File: src/rtl/fifo_wr_arbiter.sv
// fifo_wr_arbiter
//   Round-robin burst arbiter sharing the write port of async_fifo between
//   NUM_REQ requesters. Lives entirely in the FIFO write-clock domain.
//   A requester is granted for a burst of up to MAX_BURST words. Writes are
//   gated by the FIFO full flag, so a full FIFO is never written. A burst that
//   sits on full for STALL_LIMIT consecutive cycles is aborted.
//
// Ports
//   clk_i         write-domain clock (same net as the FIFO wclk_i)
//   rst_n_i       asynchronous active-low reset
//   req_i         per-requester "word available" level
//   last_i        per-requester "current word is the final word of its packet"
//   data_i        packed words; requester k owns bits [k*WIDTH +: WIDTH]
//   ack_o         word accepted this cycle (combinational, one-hot or zero)
//   gnt_o         registered one-hot grant
//   fifo_full_i   FIFO full_o
//   fifo_wr_en_o  FIFO wr_en_i (combinational)
//   fifo_wdata_o  FIFO wdata_i (granted requester's word, 0 when idle)
//   busy_o        high while a burst is in progress
//   abort_o       one-cycle pulse after a burst ends on stall timeout
module fifo_wr_arbiter #(
  parameter int WIDTH       = 8,
  parameter int NUM_REQ     = 4,
  parameter int MAX_BURST   = 4,
  parameter int STALL_LIMIT = 16
) (
  input  logic                     clk_i,
  input  logic                     rst_n_i,
  input  logic [NUM_REQ-1:0]       req_i,
  input  logic [NUM_REQ-1:0]       last_i,
  input  logic [NUM_REQ*WIDTH-1:0] data_i,
  output logic [NUM_REQ-1:0]       ack_o,
  output logic [NUM_REQ-1:0]       gnt_o,
  input  logic                     fifo_full_i,
  output logic                     fifo_wr_en_o,
  output logic [WIDTH-1:0]         fifo_wdata_o,
  output logic                     busy_o,
  output logic                     abort_o
);

  localparam int PTR_W = (NUM_REQ > 1) ? $clog2(NUM_REQ) : 1;
  localparam logic [7:0] MAX_B   = 8'(MAX_BURST);
  localparam logic [7:0] STALL_L = 8'(STALL_LIMIT);

  typedef enum logic {IDLE, BURST} state_t;

  state_t           state;
  logic [PTR_W-1:0] rr_ptr;
  logic [PTR_W-1:0] gidx;
  logic [7:0]       beat_cnt;
  logic [7:0]       stall_cnt;

  // Saturating increment: counters stop at their limit instead of wrapping.
  function automatic logic [7:0] sat_inc(input logic [7:0] v, input logic [7:0] lim);
    return (v >= lim) ? lim : v + 8'd1;
  endfunction

  function automatic logic [PTR_W-1:0] next_ptr(input logic [PTR_W-1:0] g);
    return (g == PTR_W'(NUM_REQ - 1)) ? '0 : g + PTR_W'(1);
  endfunction

  // Round-robin scan: first set request at or above rr_ptr, wrapping at NUM_REQ.
  logic             win_found;
  logic [PTR_W-1:0] win_idx;
  logic [PTR_W:0]   cand;

  always_comb begin
    win_found = 1'b0;
    win_idx   = '0;
    cand      = '0;
    for (int i = 0; i < NUM_REQ; i++) begin
      cand = {1'b0, rr_ptr} + (PTR_W+1)'(i);
      if (cand >= (PTR_W+1)'(NUM_REQ)) cand = cand - (PTR_W+1)'(NUM_REQ);
      if (!win_found && req_i[cand[PTR_W-1:0]]) begin
        win_found = 1'b1;
        win_idx   = cand[PTR_W-1:0];
      end
    end
  end

  logic       in_burst;
  logic       req_g;
  logic       last_g;
  logic       accept;
  logic       beat_hit;
  logic       stall_hit;
  logic       burst_done;

  assign in_burst = (state == BURST);
  assign req_g    = req_i[gidx];
  assign last_g   = last_i[gidx];

  // Full gates the accept directly, so a full FIFO can never be written.
  assign accept    = in_burst & req_g & ~fifo_full_i;
  assign beat_hit  = accept & (sat_inc(beat_cnt, MAX_B) == MAX_B);
  assign stall_hit = in_burst & req_g & fifo_full_i &
                     (sat_inc(stall_cnt, STALL_L) == STALL_L);

  // Exit on packet end, burst length, withdrawal, or stall timeout.
  assign burst_done = in_burst &
                      ((accept & (last_g | beat_hit)) | ~req_g | stall_hit);

  assign ack_o        = accept ? (NUM_REQ'(1) << gidx) : '0;
  assign fifo_wr_en_o = accept;
  assign fifo_wdata_o = in_burst ? data_i[int'(gidx)*WIDTH +: WIDTH] : '0;
  assign busy_o       = in_burst;

  always_ff @(posedge clk_i or negedge rst_n_i) begin
    if (!rst_n_i) begin
      state     <= IDLE;
      gnt_o     <= '0;
      gidx      <= '0;
      rr_ptr    <= '0;
      beat_cnt  <= '0;
      stall_cnt <= '0;
      abort_o   <= 1'b0;
    end else begin
      abort_o <= 1'b0;
      case (state)
        IDLE: begin
          // Arbitration cycle: grant is registered, nothing accepted yet.
          if (win_found) begin
            state     <= BURST;
            gidx      <= win_idx;
            gnt_o     <= NUM_REQ'(1) << win_idx;
            beat_cnt  <= '0;
            stall_cnt <= '0;
          end
        end
        BURST: begin
          if (accept) begin
            beat_cnt  <= sat_inc(beat_cnt, MAX_B);
            stall_cnt <= '0;
          end else if (req_g) begin
            // req high and not accepted means the FIFO is full
            stall_cnt <= sat_inc(stall_cnt, STALL_L);
          end
          // Going back to IDLE forces one bubble cycle between bursts.
          if (burst_done) begin
            state   <= IDLE;
            gnt_o   <= '0;
            rr_ptr  <= next_ptr(gidx);
            abort_o <= stall_hit;
          end
        end
        default: state <= IDLE;
      endcase
    end
  end

endmodule

File: config.mk
export PLATFORM = sky130hd
export DESIGN_NAME = fifo_wr_arbiter
export DESIGN_NICKNAME = d
export VERILOG_FILES = /design/src/rtl/fifo_wr_arbiter.sv
export SDC_FILE = /design/constraint.sdc
export NUM_CORES = 1
export LEC_CHECK = 0
export ABC_CLOCK_PERIOD_IN_PS = 2400
export CORE_ASPECT_RATIO = 1.2
export CORE_MARGIN = 1.5
export CORE_UTILIZATION = 25
export DETAILED_ROUTE_END_ITERATION = 8
export PLACE_DENSITY_LB_ADDON = 0.2
export SETUP_SLACK_MARGIN = 0.2
export SLEW_MARGIN = 10
export SYNTH_ARGS = -nofsm -noshare
export SYNTH_HDL_FRONTEND = slang
export SYNTH_SLANG_ARGS = --single-unit
File: constraint.sdc
create_clock -name clk_i -period 2.4 [get_ports clk_i]
set_input_delay 0.24 -clock clk_i [delete_from_list [all_inputs] [get_ports clk_i]]
set_output_delay 0.24 -clock clk_i [all_outputs]
set_load 0.005 [all_outputs]
==> flow_summary.toml, run 1 <==
[placement]
place.gp.congestion = 0.791
port-buffer-count = 61
dpl.hpwl_mm = 3.42
dp_slack_ns = -0.177
place_inst = 299
place_area_um2 = 2380

[cts]
cts.clk_slew.worst_paths_ns = 0.09
htree_num_levels = 1
holdBufCountCts = 0
root_buffer = "clkbuf_8"
clkSinkCount = 26
cts_tree = "built"
insertion_delay_ns = 0.26
cts_buffer_depth = 2
numCtsBuffers = 3

[timing]
finClkSkew_ns = 0.00233
slew_headroom = 0.723
rsz0062_at_grt = "yes"
max_freq_mhz = 472
setup_viol = 0
worst_slack_ns = 0.282
fin_setup_tns_ns = 0
finalCritPeriodShare = 0.883
final_max_slew_viol_count = 0
worstMarginPinSlew_ns = 0.414
hold_violations = 0
min_period_ns = 2.12

[synthesis]
synthDistinctLibCells = 39
synth_top_cell_by_area = "dfrtp_1"
ys.flop_type = "dfrtp_1"
yosysMostFrequentCell = "dfrtp_1"
synth_common_cells = "26 x dfrtp_1, 14 x inv_1, 12 x and2_1"
avgSynthCellArea_um2 = 10.7
synth_nets = 201
yosysWarningCount = 0
synth_top_area_frac = 0.407
synth_area_um2 = 1600
seq_area_frac_synth = 0.407
synthArstFlopShare = 1.00
ys_seq_elements = 26
postSynthCellCount = 150
yosys-top-cells-area = "dfrtp_1 41%, mux4_2 14%, ha_1 6.3%, and2_1 4.7%, and3_1 3.5%"
synth_edf_count = 0

[cells_and_area]
nets = 290
fin_area_um2 = 2650
fin_cells = 320
area_growth_pct = 65.5
diodes = 0
nFillCells = 608
drive_gt1_frac = 0.244

[power_and_ir_drop]
power_density_nw_per_um2 = 899
leakagePower_nw = 1.32
total_power_mw = 2.38
vdd_drop_max_mv = 0.350

[global_routing]
grt_pass1_wl_mm = 7.47
grt_max_degree = 27
grt_overflow = 0
antenna_found_initial = 0
grt_use_total = 0.132
first_global_vias = 1511

[detailed_routing]
viasPerCell = 4.63
drtAntennaViolNets = 0
drt-total-wl_mm = 4.47
dr_total_vias = 1480
drt_pass1_iterations = 3
first_iter_violations = 37
post-route-drc-count = 0
wl_per_cell_um = 14.0

[run_status]
status = "complete, no violations"

[worst_hold_path]
holdCritPathClass = "in -> async"

[die]
design.die.area_um2 = 6890
dieWidth_um = 76.0
core_area_um2 = 6130
initial_core_util = 0.261
die_h_um = 90.6
rows = 31
io_pins = 62

[critical_path]
cp_slowest_stage_delay_ns = 0.54
slowest_stage = "mux4_2"
critical_path_class = "reg -> out"
start_kind = "flip-flop"
worst-path-buf-inv = 4
crit_arrival_ns = 1.88
required_ns = 2.16
crit_fanout = 6
crit_chain = "buf_6 > mux4_2 > nand3_4 > inv_4 > buf_4 > dlygate4sd2_1"
critPathCaptureType = "output port"
crit_family = "multiplexers"

[run]
drv_cap = 0
## worst reg2reg max path, stage by stage, from the launching register on
cell	delay [ns]
dfrtp_2	0.42
buf_6	0.11
mux4_2	0.54
buf_4	0.16
buf_4	0.14
a211o_1	0.31
nand2b_4	0.17
o31ai_2	0.17
## final cells by class
type,count,area [µm²],area share
repair buffers,90,866,0.327
multi-input cells,104,918,0.347
flip-flops and latches,26,652,0.246
clock buffers,4,55.1,0.0208
well taps,82,103,0.0387
inverters,14,55.1,0.0208
## cells in the final DEF, fill, tap and decap left out, types with 3 or more instances in the layout
cell type and instances:
nand3_1 3, ha_1 8, and3_1 9, mux4_2 10, clkbuf_8 4, dfrtp_1 25, o21ai_0 6, o21ai_1 3
dlymetal6s2s_1 8, nand2_1 7, clkdlybuf4s50_1 48, nor2_1 8, and2_1 12, inv_1 13, a21oi_1 3, or2_2 3
buf_4 26, clkbuf_2 3
## cell families (layout without fill, tap and decap cells)
| kind of cell | count (synthesis) | after routing | share of synthesized area |
|---|---|---|---|
| AOI/OAI and AO/OA | 30 | 30 | 0.139 |
| adders and majority gates | 8 | 8 | 0.0626 |
| buffers and inverters | 20 | 108 | 0.0485 |
| DFF | 26 | 26 | 0.407 |
| muxes | 12 | 12 | 0.155 |
| and+or+nand+nor | 54 | 54 | 0.188 |
## state kept, by name, indices dropped and copies added, names as in the netlist
| signal | flops |
|---|---|
| beat_cnt | 8 |
| gidx | 2 |
| busy_o | 1 |
| gnt_o | 4 |
| stall_cnt | 8 |
| abort_o | 1 |
| rr_ptr | 2 |
## final timing paths
kind	to	cells after the start	slack [ns]	from
worst min-delay path	beat_cnt[1]$_DFFE_PN0P_	2	0.33	rst_n_i
worst max register to register	stall_cnt[3]$_DFFE_PN0P_	7	0.29	gidx[0]$_DFFE_PN0P_
min in group clk_i	gnt_o[2]$_DFFE_PN0P_	1	0.49	gnt_o[2]$_DFFE_PN0P_
max in group asynchronous	gidx[0]$_DFFE_PN0P_	2	1.79	rst_n_i
worst max-delay path	fifo_wr_en_o	6	0.28	gidx[0]$_DFFE_PN0P_
worst min register to register	gnt_o[2]$_DFFE_PN0P_	1	0.49	gnt_o[2]$_DFFE_PN0P_
## repair_timing
action,CTS,global route
cloned,0,1
pin swaps,2,3
hold endpoints to repair,0,0
gates resized for setup,11,22
setup buffers,8,8
endpoints found under the setup margin,13,18
## routing by layer
metal | vias to the layer above | part of all wire | track usage
li1 | 722 | - | -
met1 | 694 | 0.47 | 0.184
met2 | 58 | 0.46 | 0.209
met3 | 6 | 0.060 | 0.0273
met4 | 0 | 0.011 | 0.0355
met5 | - | 0 | 0
## power breakdown
group,switching (mW),internal (mW)
Clock,0.132,0.146
Combinational,0.624,0.851
Sequential,0.0898,0.539
## stage by stage
stage | hold WS, ns | util
floorplan | -0.0556 | -
global placement | 0.469 | 0.388
detailed placement | 0.481 | 0.388
CTS | 0.353 | 0.410
global route | 0.364 | 0.432
finish | 0.331 | 0.432
Note: power is estimated with default switching activity, not from simulation.
==> run 2, diff against run 1 <==
Settings changed: MAX_ROUTING_LAYER set to met4.
==> flow_summary.toml, run 2 (synthesized netlist as in run 1, its figures left out) <==
[critical_path]
crit_arrival_ns = 1.88
cp_slowest_stage_delay_ns = 0.54
start_kind = "flip-flop"
slowest_stage = "mux4_2"
required_ns = 2.16
critPathCaptureType = "output port"
crit_chain = "buf_6 > mux4_2 > nand3_4 > inv_4 > buf_4 > dlygate4sd2_1"
crit_fanout = 6
critical_path_class = "reg -> out"

[timing]
worst_slack_ns = 0.282
finalCritPeriodShare = 0.883
fin_setup_tns_ns = 0
min_period_ns = 2.12
whs_ns = 0.330
final_max_slew_viol_count = 0
hold_violations = 0
worstMarginPinSlew_ns = 0.413
max_freq_mhz = 472
rsz0062_at_grt = "yes"
finClkSkew_ns = 0.00173
setup_viol = 0
slew_headroom = 0.723

[detailed_routing]
dr_total_vias = 1480
wl_per_cell_um = 14.0
first_iter_violations = 37
viasPerCell = 4.63
drt_pass1_iterations = 3
drtAntennaViolNets = 0
drt-total-wl_mm = 4.47
post-route-drc-count = 0

[run]
drv_cap = 0

[power_and_ir_drop]
vdd_drop_max_mv = 0.353
leakagePower_nw = 1.32
power.internal_mw = 1.54
netSwitchingFraction = 0.355
p_sw_uw = 847
power_frac_seq = 0.264
power_density_nw_per_um2 = 900
combinationalPowerShare = 0.619
pwr-share-clk = 0.117
total_power_mw = 2.38

[cells_and_area]
fin_area_um2 = 2650
final_cell_mix = "48 x clkdlybuf4s50_1, 26 x buf_4, 25 x dfrtp_1"
final_util = 0.432
area_growth_pct = 65.5
layout_commonest_cell = "clkdlybuf4s50_1"
drive_gt1_frac = 0.244
diodes = 0
nets = 290
largest_registers = "beat_cnt x8, stall_cnt x8, gnt_o x4"
fin_cells = 320

[global_routing]
grt_use_total = 0.136
antenna_found_initial = 0
grt_max_degree = 27
first_global_vias = 1510
grt_overflow = 0
grt_pass1_wl_mm = 7.47

[cts]
cts_buffer_depth = 2
root_buffer = "clkbuf_8"
numCtsBuffers = 3
clkSinkCount = 26
cts_tree = "built"
cts.clk_slew.worst_paths_ns = 0.09
holdBufCountCts = 0
insertion_delay_ns = 0.27
htree_num_levels = 1

[die]
die_h_um = 90.6
rows = 31
initial_core_util = 0.261
dieWidth_um = 76.0
design.die.area_um2 = 6890
io_pins = 62
core_area_um2 = 6130

[worst_hold_path]
holdCritPathClass = "in -> async"

[placement]
port-buffer-count = 61
place_inst = 299
place.gp.congestion = 0.802
place_area_um2 = 2380
dp_slack_ns = -0.177
dpl.hpwl_mm = 3.42

[run_status]
status = "complete, no violations"
==> run 2: layer usage <==
layer	share of wire	vias up	GRT usage
met3	0.058	6	0.0263
met5	0	-	-
li1	-	720	-
met2	0.45	57	0.209
met1	0.48	697	0.184
met4	0.011	0	0.0355
==> run 2: final cells by class <==
class / instances / area (µm²)
clock buffers: 4 / 55.1
well taps: 82 / 103
inverters: 14 / 55.1
multi-input cells: 104 / 918
repair buffers: 90 / 866
flip-flops and latches: 26 / 652
fillers: 608 / 3480
==> run 2: power by group through the flow <==
| stage | clock, mW | combinational [mW] | sequential [mW] |
|---|---|---|---|
| after floorplan | 0 | 0.709 | 0.624 |
| after global placement | 0 | 1.26 | 0.638 |
| after detailed placement | 0 | 1.27 | 0.638 |
| after CTS | 0.289 | 1.35 | 0.624 |
| after global routing | 0.315 | 1.64 | 0.646 |
| final | 0.279 | 1.48 | 0.628 |
==> run 2: repair_timing <==
action | in CTS | in global routing
gates resized for setup | 11 | 22
pin swaps | 2 | 3
cloned | 0 | 1
setup buffers | 8 | 8
endpoints found under the setup margin | 13 | 18
==> run 2: worst paths after layout <==
path | from | endpoint | slack (ns) | cells past startpoint
max | gidx[0]$_DFFE_PN0P_ | fifo_wr_en_o | 0.28 | 6
min | rst_n_i | beat_cnt[1]$_DFFE_PN0P_ | 0.33 | 2
max reg2reg | gidx[0]$_DFFE_PN0P_ | stall_cnt[3]$_DFFE_PN0P_ | 0.29 | 7
min reg2reg | gnt_o[2]$_DFFE_PN0P_ | gnt_o[2]$_DFFE_PN0P_ | 0.49 | 1
max in group asynchronous | rst_n_i | gidx[0]$_DFFE_PN0P_ | 1.79 | 2
min in group clk_i | gnt_o[2]$_DFFE_PN0P_ | gnt_o[2]$_DFFE_PN0P_ | 0.49 | 1
==> run 2: worst max-delay path: cells and delay by family, from the launching register on <==
family                 cells  cell delay [ns]
muxes                      1             0.54
buffers and inverters      4             0.53
DFF                        1             0.42
and+or+nand+nor            1             0.12
